### config.mk
export PLATFORM = sky130hd
export DESIGN_NAME = sparce_sasa_writer_flat
export DESIGN_NICKNAME = d
export VERILOG_FILES = /design/src/rtl/sparce_sasa_writer_if.sv /design/src/rtl/sparce_sasa_writer.sv /design/src/flat_wrapper.sv
export SDC_FILE = /design/constraint.sdc
export NUM_CORES = 1
export LEC_CHECK = 0
export CAP_MARGIN = 10
export CORE_MARGIN = 3
export CORE_UTILIZATION = 30
export DETAILED_ROUTE_END_ITERATION = 6
export SYNTH_ARGS = -nofsm -noshare
export SYNTH_HDL_FRONTEND = slang
export SYNTH_SLANG_ARGS = --single-unit
### constraint.sdc
create_clock -name CLK -period 2.3 [get_ports CLK]
set_clock_uncertainty 0.2 [all_clocks]
set_input_delay 0.345 -clock CLK [delete_from_list [all_inputs] [get_ports CLK]]
set_output_delay 0.345 -clock CLK [all_outputs]
set_load 0.05 [all_outputs]
### src/rtl/sparce_sasa_writer_if.sv
// Stream-in and SASA table write port of the SparCE SASA writer.
// master: the writer (consumes the stream, drives the table); slave: the surrounding logic.
interface sparce_sasa_writer_if;
  logic [31:0] in_data;
  logic        in_valid;
  logic        in_ready;
  logic [31:0] sasa_addr;
  logic [31:0] sasa_data;
  logic        sasa_wen;

  modport master (
    input  in_data, in_valid,
    output in_ready, sasa_addr, sasa_data, sasa_wen
  );

  modport slave (
    output in_data, in_valid,
    input  in_ready, sasa_addr, sasa_data, sasa_wen
  );
endinterface

### src/rtl/sparce_sasa_writer.sv
// Packs a 32-bit word stream into SASA table writes (PC word, then CFG word, per entry).
// Optional word validation is enabled by defining SPARCE_SASA_CHECK_EN.
module sparce_sasa_writer #(
  parameter int unsigned SASA_ENTRIES = 16,
  parameter logic [31:0] SASA_BASE    = 32'h0000_1000,
  parameter int unsigned IDXW         = $clog2(SASA_ENTRIES)
) (
  input  logic                  CLK,
  input  logic                  nRST,
  input  logic                  start,
  input  logic [IDXW:0]         num_entries,
  input  logic                  abort,
  sparce_sasa_writer_if.master  bus,
  output logic                  busy,
  output logic                  done,
  output logic                  error
);

  typedef enum logic [1:0] {IDLE, PC, CFG} state_t;

  localparam logic [IDXW:0] MAX_N = (IDXW+1)'(SASA_ENTRIES);

  state_t          state, state_n;
  logic [IDXW-1:0] idx, idx_n, last, last_n;
  logic [31:0]     addr_q, addr_n, data_q, data_n;
  logic            wen_q, wen_n, done_q, done_n, err_q, err_n;
  logic            hs, bad;

  assign busy         = (state != IDLE);
  assign bus.in_ready = busy && !abort;
  assign hs           = bus.in_valid && bus.in_ready;

  assign bus.sasa_addr = addr_q;
  assign bus.sasa_data = data_q;
  assign bus.sasa_wen  = wen_q;
  assign done          = done_q;
  assign error         = err_q;

`ifdef SPARCE_SASA_CHECK_EN
  // PC words must be word aligned; CFG condition is OR/AND only, reserved bits zero
  assign bad = (state == PC) ? (bus.in_data[1:0] != 2'b00)
                             : (bus.in_data[11] || (bus.in_data[15:12] != 4'h0));
`else
  assign bad = 1'b0;
`endif

  always_comb begin
    state_n = state;
    idx_n   = idx;
    last_n  = last;
    addr_n  = addr_q;
    data_n  = data_q;
    wen_n   = 1'b0;
    done_n  = 1'b0;
    err_n   = 1'b0;
    case (state)
      IDLE: begin
        if (start) begin
          if (num_entries == '0) begin
            done_n = 1'b1;
          end else if (num_entries > MAX_N) begin
            err_n = 1'b1;
          end else begin
            state_n = PC;
            idx_n   = '0;
            last_n  = IDXW'(num_entries - 1'b1);
          end
        end
      end
      default: begin
        if (abort) begin
          state_n = IDLE;
        end else if (hs) begin
          if (bad) begin
            err_n   = 1'b1;
            state_n = IDLE;
          end else begin
            wen_n  = 1'b1;
            data_n = bus.in_data;
            addr_n = SASA_BASE + 32'({idx, (state == CFG), 2'b00});
            if (state == PC) begin
              state_n = CFG;
            end else if (idx == last) begin
              state_n = IDLE;
              done_n  = 1'b1;
            end else begin
              idx_n   = idx + IDXW'(1);
              state_n = PC;
            end
          end
        end
      end
    endcase
  end

  always_ff @(posedge CLK or negedge nRST) begin
    if (!nRST) begin
      state  <= IDLE;
      idx    <= '0;
      last   <= '0;
      addr_q <= '0;
      data_q <= '0;
      wen_q  <= 1'b0;
      done_q <= 1'b0;
      err_q  <= 1'b0;
    end else begin
      state  <= state_n;
      idx    <= idx_n;
      last   <= last_n;
      addr_q <= addr_n;
      data_q <= data_n;
      wen_q  <= wen_n;
      done_q <= done_n;
      err_q  <= err_n;
    end
  end

endmodule

### src/flat_wrapper.sv
// flat-port wrapper written by rule: the top's interface ports become plain ports
module sparce_sasa_writer_flat 
#(
  parameter int unsigned SASA_ENTRIES = 16,
  parameter logic [31:0] SASA_BASE    = 32'h0000_1000,
  parameter int unsigned IDXW         = $clog2(SASA_ENTRIES)
)
  (CLK, nRST, start, num_entries, abort, busy, done, error, bus_in_data, bus_in_valid, bus_in_ready, bus_sasa_addr, bus_sasa_data, bus_sasa_wen);
  sparce_sasa_writer_if bus_i ();
  input  logic CLK;
  input  logic nRST;
  input  logic start;
  input  logic [IDXW:0] num_entries;
  input  logic abort;
  output logic busy;
  output logic done;
  output logic error;
  input wire logic [$bits(bus_i.in_data)-1:0] bus_in_data;
  input wire logic [$bits(bus_i.in_valid)-1:0] bus_in_valid;
  output wire logic [$bits(bus_i.in_ready)-1:0] bus_in_ready;
  output wire logic [$bits(bus_i.sasa_addr)-1:0] bus_sasa_addr;
  output wire logic [$bits(bus_i.sasa_data)-1:0] bus_sasa_data;
  output wire logic [$bits(bus_i.sasa_wen)-1:0] bus_sasa_wen;
  assign bus_i.in_data = bus_in_data;
  assign bus_i.in_valid = bus_in_valid;
  assign bus_in_ready = bus_i.in_ready;
  assign bus_sasa_addr = bus_i.sasa_addr;
  assign bus_sasa_data = bus_i.sasa_data;
  assign bus_sasa_wen = bus_i.sasa_wen;
  sparce_sasa_writer #(.SASA_ENTRIES(SASA_ENTRIES), .SASA_BASE(SASA_BASE), .IDXW(IDXW)) u_core (.CLK(CLK), .nRST(nRST), .start(start), .num_entries(num_entries), .abort(abort), .bus(bus_i), .busy(busy), .done(done), .error(error));
endmodule
==> results of run 1 <==
[synthesized netlist by cell type (2+ instances only)]
master and number:
xor2_1 4, mux2_2 35, mux2i_1 2, and3_1 2, buf_4 29, dfrtp_1 51
xnor2_1 3, o21ai_0 3, ha_1 5, nand3_1 3, nor3_1 2, a21oi_1 3
inv_1 7, nor2_1 6, nand2_1 8, a31o_1 2
[layout make-up]
| cell class | instances | area [µm²] | area share |
|---|---|---|---|
| clock inverters | 2 | 35.0 | 0.0104 |
| well taps | 99 | 124 | 0.0369 |
| clock buffers | 6 | 82.6 | 0.0246 |
| multi-input cells | 116 | 877 | 0.261 |
| repair buffers | 92 | 931 | 0.277 |
| inverters | 8 | 30.0 | 0.00895 |
| flip-flops and latches | 51 | 1280 | 0.380 |
[power by group]
part	total [mW]	leakage [nW]	internal, mW	switching (mW)
Combinational	2.09	0.797	0.756	1.33
Sequential	1.37	0.617	1.20	0.173
Clock	0.640	0.0612	0.352	0.288
[placed cells by master, fill, tap and decap left out, types with 2 or more instances in the layout]
cell type,count
a21oi_1,3
a31o_1,2
and3_1,2
buf_12,3
buf_4,6
clkbuf_8,6
clkdlybuf4s50_1,81
conb_1,26
dfrtp_1,51
ha_1,5
inv_1,7
mux2_2,35
mux2i_1,2
nand2_1,8
nand3_1,3
nor2_1,6
nor3_1,2
o21ai_0,3
xnor2_1,3
xor2_1,4
[layer usage]
metal,vias to the layer above,track usage
met5,-,0
met1,738,0.149
li1,746,-
met4,0,0.0433
met2,66,0.169
met3,5,0.0288
[flip-flops by register name, summed over array words and instances, names as in the netlist]
register	cells
u_core.bus.sasa_data	32
u_core.error	1
u_core.bus.sasa_wen	1
u_core.bus.sasa_addr	6
u_core.idx	4
u_core.last	4
u_core.done	1
u_core.state	2
[metrics by stage]
| stage | util | cells | area, µm² |
|---|---|---|---|
| after floorplan | - | 206 | 2420 |
| after global routing | 0.455 | 374 | 3360 |
| after global placement | 0.438 | 365 | 3230 |
| final | 0.455 | 374 | 3360 |
| after CTS | 0.455 | 374 | 3360 |
| after detailed placement | 0.438 | 365 | 3230 |
[cells by family (layout without fill, tap and decap cells)]
group,count (synthesis),in the layout,share of synthesized area
compound gates,13,13,0.0393
xor+xnor,7,7,0.0264
fa+ha+maj,5,5,0.0269
buf+inv,39,108,0.113
flops,51,51,0.550
mux,38,38,0.183
other cells,1,26,0.00161
simple gates,27,27,0.0598
[worst min-delay path by stage]
stage                                               from                                    to  slack, ns  cells after the start
floorplan                                           nRST  u_core.bus.sasa_addr[12]$_DFFE_PN0P_      -0.15                      0
global placement                                    nRST   u_core.bus.sasa_data[8]$_DFFE_PN0P_       0.17                      1
detailed placement                                  nRST   u_core.bus.sasa_data[8]$_DFFE_PN0P_       0.17                      1
CTS                 u_core.bus.sasa_addr[12]$_DFFE_PN0P_  u_core.bus.sasa_addr[12]$_DFFE_PN0P_       0.29                      1
global route        u_core.bus.sasa_addr[12]$_DFFE_PN0P_  u_core.bus.sasa_addr[12]$_DFFE_PN0P_       0.31                      1
finish              u_core.bus.sasa_addr[12]$_DFFE_PN0P_  u_core.bus.sasa_addr[12]$_DFFE_PN0P_       0.28                      1
[timing repair]
action / CTS / global route
endpoints found under the setup margin: 0 / 0
hold endpoints to repair: 22 / 0
hold buffers: 1 / 0
==> results.txt, run 1 <==
status -> finished, final reports clean
fmax -> 0.491 GHz
total number of vias -> 1,555
CTS sink cnt -> 51
worst hold slack -> 0.280 ns
Worst-Margin Slew -> 0.542 ns
met1 WL -> 2200 µm
final WL -> 4740 µm
Worst R2R Start -> u_core.idx[1]$_DFFE_PN0P_
Buffers on Ports -> 84
clock buffer depth -> 2
yosys warns -> 0
Post-synth EDFFs -> 0
critical path type -> reg -> out
RSZ-0062 raised after global routing -> false
# IOs -> 111
Syn-to-layout area delta -> 44.5%
worst IR drop on VDD -> 0.591 mV
synth unique cells -> 32
CTS tree -> done
max cap viols -> 0
Placeable Area -> 0.00737 mm²
drc violations -> 0
critical path, cell by cell -> clkdlybuf4s50_1
first-pass GRT wire length -> 7560 µm
router iterations before antenna repair -> 4
ys async rst share -> 1.00
Post-synth top flop -> dfrtp_1
Starting DRT DRC Count -> 49
slew margin rel. -> 0.637
H-tree Lvls -> 2
fin crit share -> 0.886
drt wl/cell -> 12.7 µm
Setup Fix Bufs, Post-CTS -> 0
Detailed Place HPWL -> 3720 µm
FF-to-FF setup slack -> 0.47 ns
Pwr Total -> 4.10 mW
Row Count -> 31
post-cts gate resize count -> 0
grt ovf -> 0
Avg Inst Size Synth -> 12.8 µm²
critical path endpoint category -> output pin
crit path time final -> 2.04 ns
drt via density -> 4.16
Critical Path Start -> u_core.bus.sasa_addr[2]$_DFFE_PN0P_
routed wl met2 -> 2130 µm
gr usage total -> 0.110
WP depth -> 1
final-layout fill cell count -> 695
pwr dens -> 1220 mW/mm²
sequential area share after synthesis -> 0.550
die area -> 0.00883 mm²
Worst path slowest cell -> clkdlybuf4s50_1
Nets -> 321
Post-Syn Area -> 0.00232 mm²
vias in the first global route -> 1,543
Die H -> 94.0 µm
Chip Width -> 94.0 µm
# diodes -> 0
crit path max fanout -> 2
Final GP Congestion -> 0.724
Clk Latency, worst-skew pair -> 0.30 ns
CTS clock-pin slew for the worst setup and hold paths -> 0.09 ns
share of cells above drive strength 1 -> 0.207
WP data required -> 1.75 ns
CTS buffer count -> 5
max layer used -> met4
Yosys top cell area share -> 0.550
WP data arrival -> 1.49 ns
Place WS -> 0.0191 ns
Hold Fails Final Rpt -> 0
#FFs+latches synth -> 51
initial core utilization -> 0.315
Crit path largest cell delay -> 0.84 ns
largest area contributor in the netlist -> dfrtp_1
Total Neg Setup Slack -> 0 ns
Worst R2R Path Depth -> 4
Synth Instances -> 181
Lkg Pwr -> 1.48 nW
Startpoint Class -> flip-flop
pin count of the biggest net entering global routing -> 25
most area-consuming cells after synthesis -> dfrtp_1 55%, mux2_2 17%, buf_4 9.4%
Tightest Hold Check Type -> reg -> reg
reg-to-reg endpoint -> u_core.state[0]$_DFFE_PN0P_
Bufs and invs on worst path -> 1
CTS root buf -> clkbuf_8
CP endpoint -> bus_sasa_addr[2]
Post-DRT Antenna Nets -> 0
Top delay family on crit path -> buffers and inverters
initial antenna violation count -> 0
routed length on met3 -> 362 µm
setup ws final -> 0.262 ns
fin. max-slew vios -> 0
# setup viols final -> 0
(Power assumes the default switching activity.)
==> run 2, diff against run 1 <==
CORE_UTILIZATION = 41   (was 30)
PLACE_DENSITY = 0.81   (was default)
SLEW_MARGIN = 20   (was default)
==> run 2 against run 1 <==
  * Global-route usage increased by 3.5 points
  * Utilization is 17 points higher
  * Die area decreased by 25%
  * Final cell count fell by 8.0%
  * Sequential power is essentially flat
  * Cell area fell by 1.6%
  * Clock power fell by 18%
  * Largest cell class unchanged
  * Sequential share of layout area grew 0.62 points
  * Fmax increased by 0.87%
  * Combinational power hardly changed
  * Largest power group unchanged
  * Hold slack worse by 0.0026 ns
==> results.txt, run 2 (same netlist as run 1, synthesis figures left out) <==
CTS sink cnt -> 51
crit path time final -> 2.02 ns
Cell Count, Final, Fillers Out -> 344
Total Neg Setup Slack -> 0 ns
Buffers on Ports -> 84
Starting DRT DRC Count -> 51
Place WS -> 0.00398 ns
CTS root buf -> clkbuf_8
setup ws final -> 0.279 ns
pin count of the biggest net entering global routing -> 34
WP data required -> 1.75 ns
gr usage total -> 0.145
Tightest Hold Check Type -> reg -> reg
# setup viols final -> 0
register area -> 0.00128 mm²
Detailed Place HPWL -> 3660 µm
Crit path largest cell delay -> 0.82 ns
worst IR drop on VDD -> 0.726 mV
final-layout fill cell count -> 421
status -> finished, final reports clean
Chip Width -> 81.3 µm
commonest non-fill, non-tap cell in the layout -> clkdlybuf4s50_1
Setup Fix Bufs, Post-CTS -> 0
critical path endpoint category -> output pin
Die H -> 81.3 µm
drc violations -> 0
Lkg Pwr -> 1.46 nW
drt wl/cell -> 13.7 µm
critical path, cell by cell -> clkdlybuf4s50_1
crit path max fanout -> 2
H-tree Lvls -> 2
slew margin rel. -> 0.653
WP data arrival -> 1.48 ns
max FFs per register -> 32
Hold Fails Final Rpt -> 0
initial core utilization -> 0.438
Worst-Margin Slew -> 0.518 ns
RSZ-0062 raised after global routing -> false
Startpoint Class -> flip-flop
Top delay family on crit path -> buffers and inverters
max cap viols -> 0
fin crit share -> 0.879
Final GP Congestion -> 0.777
FF-to-FF setup slack -> 0.42 ns
# diodes -> 0
area of the multi-input gates -> 877 µm²
router iterations before antenna repair -> 4
CTS tree -> done
Nets -> 320
most frequent cells in the layout -> 81 x clkdlybuf4s50_1, 51 x dfrtp_1, 35 x mux2_2
total number of vias -> 1,588
share of cells above drive strength 1 -> 0.201
placed instance count -> 335
initial antenna violation count -> 0
Placeable Area -> 0.00530 mm²
critical path type -> reg -> out
grt ovf -> 0
Bufs and invs on worst path -> 1
first-pass GRT wire length -> 7400 µm
fin. max-slew vios -> 0
Clk Latency, worst-skew pair -> 0.29 ns
fmax -> 0.495 GHz
clock buffer depth -> 2
# IOs -> 111
final WL -> 4730 µm
share of the core filled with cells -> 0.623
CTS clock-pin slew for the worst setup and hold paths -> 0.09 ns
CTS buffer count -> 5
Row Count -> 26
Post-DRT Antenna Nets -> 0
pwr dens -> 1210 mW/mm²
drt via density -> 4.62
die area -> 0.00660 mm²
Syn-to-layout area delta -> 42.2%
vias in the first global route -> 1,546
Worst path slowest cell -> clkdlybuf4s50_1
[run 2: cell types whose count changed in the layout (fill, tap and decap cells not counted)]
cell and change:
buf_12 +1, buf_4 -2, bufinv_16 -1, clkbuf_1 +1, clkinv_2 -1, clkinv_4 +1
[run 2: power breakdown]
part	switching [mW]	total [mW]	internal (mW)
clock	0.277	0.523	0.247
combinational	1.34	2.10	0.758
sequential	0.175	1.37	1.20
[run 2: cell type report]
class / count / area share
clock buffer: 7 / 0.0261
tap: 70 / 0.0265
timing repair buffer: 91 / 0.283
multi-input combinational: 116 / 0.266
clock inverter: 1 / 0.00265
inverter: 8 / 0.00909
sequential: 51 / 0.387
[run 2: stage by stage]
step / hold WS (ns) / instance area [µm²] / power (mW)
finish: 0.277 / 3300 / 3.99
global placement: 0.112 / 3200 / 3.46
CTS: 0.276 / 3300 / 4.05
detailed placement: 0.108 / 3200 / 3.51
global route: 0.309 / 3300 / 4.19
floorplan: -0.151 / 2420 / 2.79
[run 2: timing repair]
item / 4_1_cts / 5_1_grt
endpoints found under the hold margin: 18 / 0
gates resized for setup: 0 / 0
hold buffers: 1 / 0
[run 2: path summary, 6_finish.rpt]
kind | startpoint | to | cells after the start
max | u_core.bus.sasa_addr[5]$_DFFE_PN0P_ | bus_sasa_addr[5] | 1
min | u_core.bus.sasa_addr[12]$_DFFE_PN0P_ | u_core.bus.sasa_addr[12]$_DFFE_PN0P_ | 1
max reg2reg | u_core.idx[1]$_DFFE_PN0P_ | u_core.state[0]$_DFFE_PN0P_ | 4
min reg2reg | u_core.bus.sasa_addr[12]$_DFFE_PN0P_ | u_core.bus.sasa_addr[12]$_DFFE_PN0P_ | 1
max in group asynchronous | nRST | u_core.last[0]$_DFFE_PN0P_ | 3
min in group asynchronous | nRST | u_core.bus.sasa_data[9]$_DFFE_PN0P_ | 2
[run 2: routing by layer]
metal	global-route usage	routed length (µm)	up-vias
li1	-	-	753
met1	0.180	1970	757
met2	0.248	2360	74
met3	0.0421	359	4
met4	0.0355	40	0
met5	0	0	-
